File: config.mk
export PLATFORM = sky130hd
export DESIGN_NAME = seq_divider_flat
export DESIGN_NICKNAME = d
export VERILOG_FILES = /design/src/rtl/div_pkg.sv /design/src/rtl/seq_divider_if.sv /design/src/rtl/div_step.sv /design/src/rtl/seq_divider.sv /design/src/flat_wrapper.sv
export SDC_FILE = /design/constraint.sdc
export NUM_CORES = 1
export LEC_CHECK = 0
export CAP_MARGIN = 25
export CELL_PAD_IN_SITES_DETAIL_PLACEMENT = 1
export CELL_PAD_IN_SITES_GLOBAL_PLACEMENT = 2
export CORE_UTILIZATION = 31
export DETAILED_ROUTE_END_ITERATION = 12
export GPL_ROUTABILITY_DRIVEN = 1
export PLACE_DENSITY = 0.8
export SLEW_MARGIN = 20
export SYNTH_ARGS = -nofsm -noshare
export SYNTH_HDL_FRONTEND = slang
export SYNTH_SLANG_ARGS = --single-unit
export TNS_END_PERCENT = 50
File: constraint.sdc
create_clock -name clk -period 5.06 [get_ports clk]
set_clock_uncertainty 0.15 [all_clocks]
set_input_delay 1.265 -clock clk [delete_from_list [all_inputs] [get_ports clk]]
set_output_delay 1.265 -clock clk [all_outputs]
set_load 0.1 [all_outputs]
File: src/rtl/div_pkg.sv
// Shared types and helpers for the iterative restoring divider.
package div_pkg;

  typedef enum logic [1:0] {StIdle, StCalc, StFix} state_e;

  // Widest operand the abs helper can carry.
  localparam int unsigned MaxW    = 64;
  localparam int unsigned MaxIdxW = $clog2(MaxW);

  // Iteration counter width; at least one bit even for a single-cycle divide.
  function automatic int unsigned cnt_width(input int unsigned w, input int unsigned bpc);
    int unsigned n;
    n = w / bpc;
    if (n > 1) return unsigned'($clog2(n));
    return 1;
  endfunction

  // Magnitude of a w-bit two's-complement value when en is set; caller truncates to w bits.
  function automatic logic [MaxW-1:0] abs_w(input logic [MaxW-1:0] val, input logic en,
                                            input int unsigned w);
    logic neg;
    neg = en & val[MaxIdxW'(w - 1)];
    return neg ? -val : val;
  endfunction

endpackage

File: src/rtl/seq_divider_if.sv
// Start/done handshake, operands and results of the sequential divider.
interface seq_divider_if #(
  parameter int unsigned W = 8
);
  logic         start;
  logic         is_signed;
  logic [W-1:0] dividend;
  logic [W-1:0] divisor;
  logic         ready;
  logic         busy;
  logic         done;
  logic [W-1:0] quotient;
  logic [W-1:0] remainder;
  logic         div_by_zero;

  modport master (
    output start, is_signed, dividend, divisor,
    input  ready, busy, done, quotient, remainder, div_by_zero
  );

  modport slave (
    input  start, is_signed, dividend, divisor,
    output ready, busy, done, quotient, remainder, div_by_zero
  );
endinterface

File: src/rtl/div_step.sv
// One combinational restoring-division step: shift in a dividend bit, trial-subtract.
module div_step #(
  parameter int unsigned W = 8
) (
  input  logic [W:0]   pr_i,
  input  logic         dbit_i,
  input  logic [W-1:0] divisor_i,
  output logic [W:0]   pr_next_o,
  output logic         qbit_o
);

  logic [W+1:0] diff;

  always_comb begin
    diff      = {pr_i, dbit_i} - {2'b00, divisor_i};
    qbit_o    = ~diff[W+1];
    pr_next_o = qbit_o ? diff[W:0] : {pr_i[W-1:0], dbit_i};
  end

endmodule

File: src/rtl/seq_divider.sv
// Iterative restoring divider retiring BPC quotient bits per clock, with signed mode
// and divide-by-zero detection.
module seq_divider
  import div_pkg::*;
#(
  parameter int unsigned W   = 8,
  parameter int unsigned BPC = 2
) (
  input  logic         clk,
  input  logic         reset,
  seq_divider_if.slave bus
);

  localparam int unsigned N    = W / BPC;
  localparam int unsigned CntW = cnt_width(W, BPC);
  localparam logic [CntW-1:0] CntLast = CntW'(N - 1);

  if ((W < 2) || (W > MaxW) || (W % BPC != 0) || !((BPC == 1) || (BPC == 2) || (BPC == 4)))
  begin : g_param_err
    $error("seq_divider: illegal W=%0d / BPC=%0d combination", W, BPC);
  end

  state_e          state_q, state_d;
  logic [CntW-1:0] cnt_q, cnt_d;
  logic [W-1:0]    dvd_q, dvd_d;
  logic [W-1:0]    dvs_q, dvs_d;
  logic [W:0]      pr_q, pr_d;
  logic            qsign_q, qsign_d;
  logic            rsign_q, rsign_d;
  logic            zero_q, zero_d;
  logic [W-1:0]    quot_q, quot_d;
  logic [W-1:0]    rem_q, rem_d;
  logic            dbz_q, dbz_d;
  logic            done_q, done_d;

  logic [BPC:0][W:0] pr_chain;
  logic [BPC-1:0]    qbits;

  // dvd_q doubles as the quotient shift register: dividend MSBs leave, quotient bits enter.
  assign pr_chain[0] = pr_q;
  for (genvar i = 0; i < BPC; i++) begin : g_step
    div_step #(
      .W (W)
    ) u_step (
      .pr_i      (pr_chain[i]),
      .dbit_i    (dvd_q[W-1-i]),
      .divisor_i (dvs_q),
      .pr_next_o (pr_chain[i+1]),
      .qbit_o    (qbits[BPC-1-i])
    );
  end

  always_comb begin
    state_d = state_q;
    cnt_d   = cnt_q;
    dvd_d   = dvd_q;
    dvs_d   = dvs_q;
    pr_d    = pr_q;
    qsign_d = qsign_q;
    rsign_d = rsign_q;
    zero_d  = zero_q;
    quot_d  = quot_q;
    rem_d   = rem_q;
    dbz_d   = dbz_q;
    done_d  = 1'b0;
    unique case (state_q)
      StIdle: begin
        if (bus.start) begin
          pr_d  = '0;
          cnt_d = '0;
          if (bus.divisor == '0) begin
            zero_d  = 1'b1;
            dvd_d   = bus.dividend;
            qsign_d = 1'b0;
            rsign_d = 1'b0;
            state_d = StFix;
          end else begin
            zero_d  = 1'b0;
            dvd_d   = W'(abs_w(MaxW'(bus.dividend), bus.is_signed, W));
            dvs_d   = W'(abs_w(MaxW'(bus.divisor), bus.is_signed, W));
            qsign_d = bus.is_signed & (bus.dividend[W-1] ^ bus.divisor[W-1]);
            rsign_d = bus.is_signed & bus.dividend[W-1];
            state_d = StCalc;
          end
        end
      end
      StCalc: begin
        pr_d  = pr_chain[BPC];
        dvd_d = (dvd_q << BPC) | W'(qbits);
        cnt_d = cnt_q + 1'b1;
        if (cnt_q == CntLast) state_d = StFix;
      end
      StFix: begin
        done_d = 1'b1;
        dbz_d  = zero_q;
        if (zero_q) begin
          quot_d = '1;
          rem_d  = dvd_q;
        end else begin
          quot_d = qsign_q ? -dvd_q : dvd_q;
          rem_d  = rsign_q ? -pr_q[W-1:0] : pr_q[W-1:0];
        end
        state_d = StIdle;
      end
      default: state_d = StIdle;
    endcase
  end

  always_ff @(posedge clk or posedge reset) begin
    if (reset) begin
      state_q <= StIdle;
      cnt_q   <= '0;
      dvd_q   <= '0;
      dvs_q   <= '0;
      pr_q    <= '0;
      qsign_q <= 1'b0;
      rsign_q <= 1'b0;
      zero_q  <= 1'b0;
      quot_q  <= '0;
      rem_q   <= '0;
      dbz_q   <= 1'b0;
      done_q  <= 1'b0;
    end else begin
      state_q <= state_d;
      cnt_q   <= cnt_d;
      dvd_q   <= dvd_d;
      dvs_q   <= dvs_d;
      pr_q    <= pr_d;
      qsign_q <= qsign_d;
      rsign_q <= rsign_d;
      zero_q  <= zero_d;
      quot_q  <= quot_d;
      rem_q   <= rem_d;
      dbz_q   <= dbz_d;
      done_q  <= done_d;
    end
  end

  assign bus.ready       = (state_q == StIdle);
  assign bus.busy        = (state_q != StIdle);
  assign bus.done        = done_q;
  assign bus.quotient    = quot_q;
  assign bus.remainder   = rem_q;
  assign bus.div_by_zero = dbz_q;

endmodule

File: src/flat_wrapper.sv
// flat-port wrapper written by rule: the top's interface ports become plain ports
module seq_divider_flat import div_pkg::*;
#(
  parameter int unsigned W   = 8,
  parameter int unsigned BPC = 2
)
  (clk, reset, bus_start, bus_is_signed, bus_dividend, bus_divisor, bus_ready, bus_busy, bus_done, bus_quotient, bus_remainder, bus_div_by_zero);
  seq_divider_if #(.W(W)) bus_i ();
  input  logic clk;
  input  logic reset;
  input wire logic [$bits(bus_i.start)-1:0] bus_start;
  input wire logic [$bits(bus_i.is_signed)-1:0] bus_is_signed;
  input wire logic [$bits(bus_i.dividend)-1:0] bus_dividend;
  input wire logic [$bits(bus_i.divisor)-1:0] bus_divisor;
  output wire logic [$bits(bus_i.ready)-1:0] bus_ready;
  output wire logic [$bits(bus_i.busy)-1:0] bus_busy;
  output wire logic [$bits(bus_i.done)-1:0] bus_done;
  output wire logic [$bits(bus_i.quotient)-1:0] bus_quotient;
  output wire logic [$bits(bus_i.remainder)-1:0] bus_remainder;
  output wire logic [$bits(bus_i.div_by_zero)-1:0] bus_div_by_zero;
  assign bus_i.start = bus_start;
  assign bus_i.is_signed = bus_is_signed;
  assign bus_i.dividend = bus_dividend;
  assign bus_i.divisor = bus_divisor;
  assign bus_ready = bus_i.ready;
  assign bus_busy = bus_i.busy;
  assign bus_done = bus_i.done;
  assign bus_quotient = bus_i.quotient;
  assign bus_remainder = bus_i.remainder;
  assign bus_div_by_zero = bus_i.div_by_zero;
  seq_divider #(.W(W), .BPC(BPC)) u_core (.clk(clk), .reset(reset), .bus(bus_i));
endmodule
# After elaboration in Yosys (flattened, before gate mapping)

Index checks and enable logic that the tools add are counted.
Widths: inputs -> output; s select.

Reductions and logical operators: 8
Equal/unequal tests: 5
Div/mod/pow operators: 0
Shift operators: 0
Bitwise operators: 8
Multiplexer cells: 23
Add/subtract/negate cells: 7
Order comparisons: 0
Multipliers: 0

Operator list:

| operator            | count |
|---|---|
| $mux 8              | 8 |
| $neg 8->8           | 4 |
| $mux 9              | 3 |
| $sub 10x8->10       | 2 |
| $pmux 9 s2          | 1 |
| $pmux 8 s2          | 1 |
| $logic_not 8->1     | 1 |
| $mux 2              | 4 |
| $or 8x2->8          | 1 |
| $pmux 2 s2          | 2 |
| $reduce_and 2->1    | 3 |
| $eq 2x2->1 const B  | 2 |
| $mux 1              | 4 |
| $reduce_bool 2->1   | 2 |
| $and 1x1->1         | 3 |
| $not 1->1           | 3 |
| $reduce_and 3->1    | 1 |
| $add 2x1->2 const B | 1 |
| $eq 2x1->1 const B  | 1 |
| $logic_not 2->1     | 1 |
| $ne 2x1->1 const B  | 1 |
| $ne 2x2->1 const B  | 1 |
| $xor 1x1->1         | 1 |

Latch bits: 0
ROM bits: 0
Memories kept: 0
Input bits: 20
Word-level logic and storage cells: 63
RAM bits: 0
Bits in registers: 50
Output and inout port bits: 20

# Depth between registers and ports, before layout

Depth after elaboration: 6
Gate-level depth with buffers: 21
Gate-level depth less buffers: 19

# Hierarchy

Synthesis repeated with hierarchy kept, for this count alone.

Cell total of the unflattened synthesis: 414
Area total of the unflattened synthesis: 3,776.1 sq um

Modules (own cells, without submodules):

| module                             | seq. area each (sq um) | area an instance (sq um) | times used | cells an instance |
|---|---|---|---|---|
| seq_divider                        | 1,251.2                | 2,682.6                  | 1          | 275 |
| div_step (u_core.g_step[0].u_step) | 0.0                    | 565.5                    | 1          | 72 |
| div_step (u_core.g_step[1].u_step) | 0.0                    | 528.0                    | 1          | 67 |

# Worst setup path before layout

Ideal clock, no wire load.

Path kind: reg2reg
Start point: register u_core.pr_q[0]
End point: register u_core.pr_q[1]
Arrival time: 4.627 ns
Stages on the path, launching flop included: 21
Path slack: 0.182 ns
Period minus slack after synthesis: 4.878 ns
Data required time: 4.809 ns
Path buffers: 2
Setup time: 0.101 ns
Path through: dfrtp_1 -> ha_1 -> nor2b_1 -> o31ai_4 -> a211oi_4 -> o21ai_1 -> a21oi_1 -> a31oi_2 -> mux2_2 -> inv_1 -> ha_1 -> nor2b_1 -> o31a_1 -> o21a_1 -> o21ai_1 -> a21oi_1 -> or4_1 -> buf_2 -> and2_1 -> buf_6 -> o311ai_2

Cells in the longest elaborated chain, start to end: 5

Ends and longest elaborated chain:

| element                  | RTL line           | RTL |
|---|---|---|
| start: declaration       | seq_divider.sv:27  | `logic [W:0] pr_q, pr_d;` |
| start signal: assignment | seq_divider.sv:128 | `pr_q <= pr_d;` |
| $sub 10x8->10            | div_step.sv:15     | `diff = {pr_i, dbit_i} - {2'b00, divisor_i};` |
| $mux 9 *                 | div_step.sv:17     | `pr_next_o = qbit_o ? diff[W:0] : {pr_i[W-1:0], dbit_i};` |
| $sub 10x8->10            | div_step.sv:15     |  |
| $mux 9 *                 | div_step.sv:17     |  |
| $pmux 9 s2 *             | seq_divider.sv:66  | `unique case (state_q)` |

Mark *: on every way between the ends. The rest lies on a longest branch, timed or not.
A chain may end at the register's enable or synchronous reset.

# Final worst setup path

Start point: register u_core.pr_q[1]
End point: register u_core.pr_q[1]

The elaborated chain is that of the path after synthesis.

==> results.cfg <==
[outcome]
status = complete, no violations

[placed_design]
dp.final_hpwl_um = 7830
port_buffers = 39
gp_congestion = 0.789

[cts]
htreeDepth = 2
clock-sinks = 50
cts_tree = built
clkLatencyLatePin_ns = 0.30
root_buffer = clkbuf_16
cts_buffers = 5
cts_buffer_depth = 2
cts.clk_slew.worst_paths_ns = 0.07

[worst_setup_path]
endpoint_kind = flip-flop
critical_path_class = flip-flop to flip-flop
cp.arrival_ns = 4.81
cp-start-kind = flip-flop
path_max_fanout = 8
crit_required_ns = 5.10

[sta]
slew_headroom = 0.351
fmax_mhz = 209
worst_slew_pin_slew_ns = 0.970
finalHoldViolCount = 0
setup_viol_count_final = 0
finalCriticalPeriod_ns = 4.77
slew_viol_final = 0
rsz0062_at_grt = false
final_min_period_over_clock_period = 0.943
tns_ns = 0

[logic_synthesis]
synth_cells = 427
synth_fp_nets = 470
ys_seq_elements = 50
synth_commonest_cells = dfrtp_1, nand2_1, nor2_1
seq_area_frac_synth = 0.341
async_flop_share = 1.00
synth_top_family_by_area = compound AO/OA/AOI/OAI gates
yosysMostFrequentCell = dfrtp_1
yosys.area.top_type = dfrtp_1
synthSimpleGateAreaFrac = 0.170
synth.area.top_cells = dfrtp_1, ha_1, nand2_1
synth_area_mm2 = 0.00367
synth_edf_count = 0
synth_fa_ha_area_frac = 0.0825
synth_ff_type = dfrtp_1
synth.area.mux_share = 0.0388
avgSynthCellArea_um2 = 8.60
synth_compound_gate_area_share = 0.237
ys_warn_count = 0
ys_types = 56
synthXorXnorAreaFrac = 0.0716
synth_top_area_frac = 0.341

[routing]
firstDrtPassIters = 4
avgViaCountPerCell = 5.21
wl_per_cell_um = 16.1
wl_um = 9820
drtIter0Drc = 115
ant_nets = 0
drc = 0
vias = 3180

[min_path]
hold_class = flip-flop to flip-flop

[layout]
synthToLayoutAreaGrowth_pct = 20.6
num_antenna_cells = 0
drive_gt1_frac = 0.101
fin_nets = 510

[grt]
grtUsageTotal = 0.166
antenna_found_initial = 0
first_global_vias = 3303
grt_max_degree = 31
grt_first_pass_wirelength_um = 16500
overflow = 0

[floorplanning]
io_pins = 40
die_w_um = 111
initial_core_util = 0.320
rows = 39
chipHeight_um = 111
core_area_mm2 = 0.0115
die_area_mm2 = 0.0123

[flow_run]
cap_viol_max_count = 0
[cells by family after synthesis]
| family | count (synthesis) |
|---|---|
| AND/OR/NAND/NOR | 137 |
| AO/OA/AOI/OAI | 118 |
| buffers and inverters | 55 |
| flip-flops | 50 |
| XOR/XNOR | 30 |
| adder cells (fa/ha/maj) | 23 |
| multiplexers | 14 |
[state kept, by name, summed over array words and instances, names as in the netlist]
name,count
u_core.rsign_q,1
u_core.bus.done,1
u_core.state_q,2
u_core.cnt_q,2
u_core.zero_q,1
u_core.dvd_q,8
u_core.bus.quotient,8
u_core.qsign_q,1
u_core.pr_q,9
u_core.bus.div_by_zero,1
u_core.bus.remainder,8
u_core.dvs_q,8
[layout make-up]
class	instances	area, µm²
Clock buffer	5	125
Clock inverter	2	13.8
Fill cell	1344	7040
Inverter	35	131
Multi-Input combinational cell	322	2220
Sequential cell	50	1250
Tap cell	143	179
Timing Repair Buffer	53	508
[layer usage]
metal / global-route usage / up-vias / wire, µm
met5: 0 / - / 0
met4: 0.0453 / 0 / 117
met3: 0.0241 / 9 / 284
met2: 0.287 / 47 / 4830
met1: 0.215 / 1556 / 4580
li1: - / 1568 / -
[cells in the final DEF, fill, tap and decap left out, drive strengths merged, types with 4 or more instances in the layout]
cell / n
dfrtp: 50
nand2: 47
nor2: 39
clkdlybuf4s50: 39
o21ai: 36
inv: 35
a21oi: 29
ha: 21
xor2: 16
xnor2: 14
buf: 14
nand3: 12
mux2i: 12
nor2b: 8
o311ai: 8
nor3: 8
o31ai: 8
or3: 7
a22oi: 7
nand2b: 5
nand4: 5
clkbuf: 5
o21a: 4
a21o: 4
[per-stage QoR]
| step | std cells | util | instance area, µm² | worst slack, ns | hold WS, ns |
|---|---|---|---|---|---|
| floorplan | 427 | - | 3670 | 0.182 | 0.299 |
| global placement | 597 | 0.368 | 4220 | 0.257 | 0.314 |
| detailed placement | 598 | 0.369 | 4240 | 0.0344 | 0.318 |
| CTS | 605 | 0.382 | 4380 | 0.00664 | 0.334 |
| global route | 610 | 0.386 | 4430 | 0.0265 | 0.387 |
| finish | 610 | 0.386 | 4430 | 0.287 | 0.328 |
[final timing paths]
path	from	end	slack [ns]	depth (start not counted)
min in group asynchronous	reset	u_core.bus.remainder[7]	1.16	2
hold / removal	u_core.bus.quotient[0]	u_core.bus.quotient[0]	0.33	2
hold reg to reg	u_core.bus.quotient[0]	u_core.bus.quotient[0]	0.33	2
setup / recovery	u_core.pr_q[1]	u_core.pr_q[1]	0.29	18
setup reg to reg	u_core.pr_q[1]	u_core.pr_q[1]	0.29	18
max in group asynchronous	reset	u_core.dvs_q[0]	3.06	3
[what timing repair did]
item	CTS	global route
endpoints found under the setup margin	0	8
buffers inserted	0	5
hold buffers	0	0
gates resized for setup	0	7
endpoints found under the hold margin	0	0
[critical path, cell delays in order, from the launching register on]
cell	delay [ns]
dfrtp_1	0.48
ha_1	0.44
o21a_1	0.20
o31ai_4	0.10
a211oi_4	0.35
o21ai_2	0.11
a31oi_2	0.28
buf_4	0.17
mux2i_2	0.25
inv_1	0.07
ha_1	0.33
o21a_1	0.18
o31a_1	0.11
o21a_1	0.20
o21ai_2	0.14
a21oi_1	0.09
or4_1	0.51
and2_4	0.23
o311ai_2	0.28
Power is left out: the tool's default activity adds up to more than one toggle a clock period on the data nets, which glitch-free logic cannot reach.
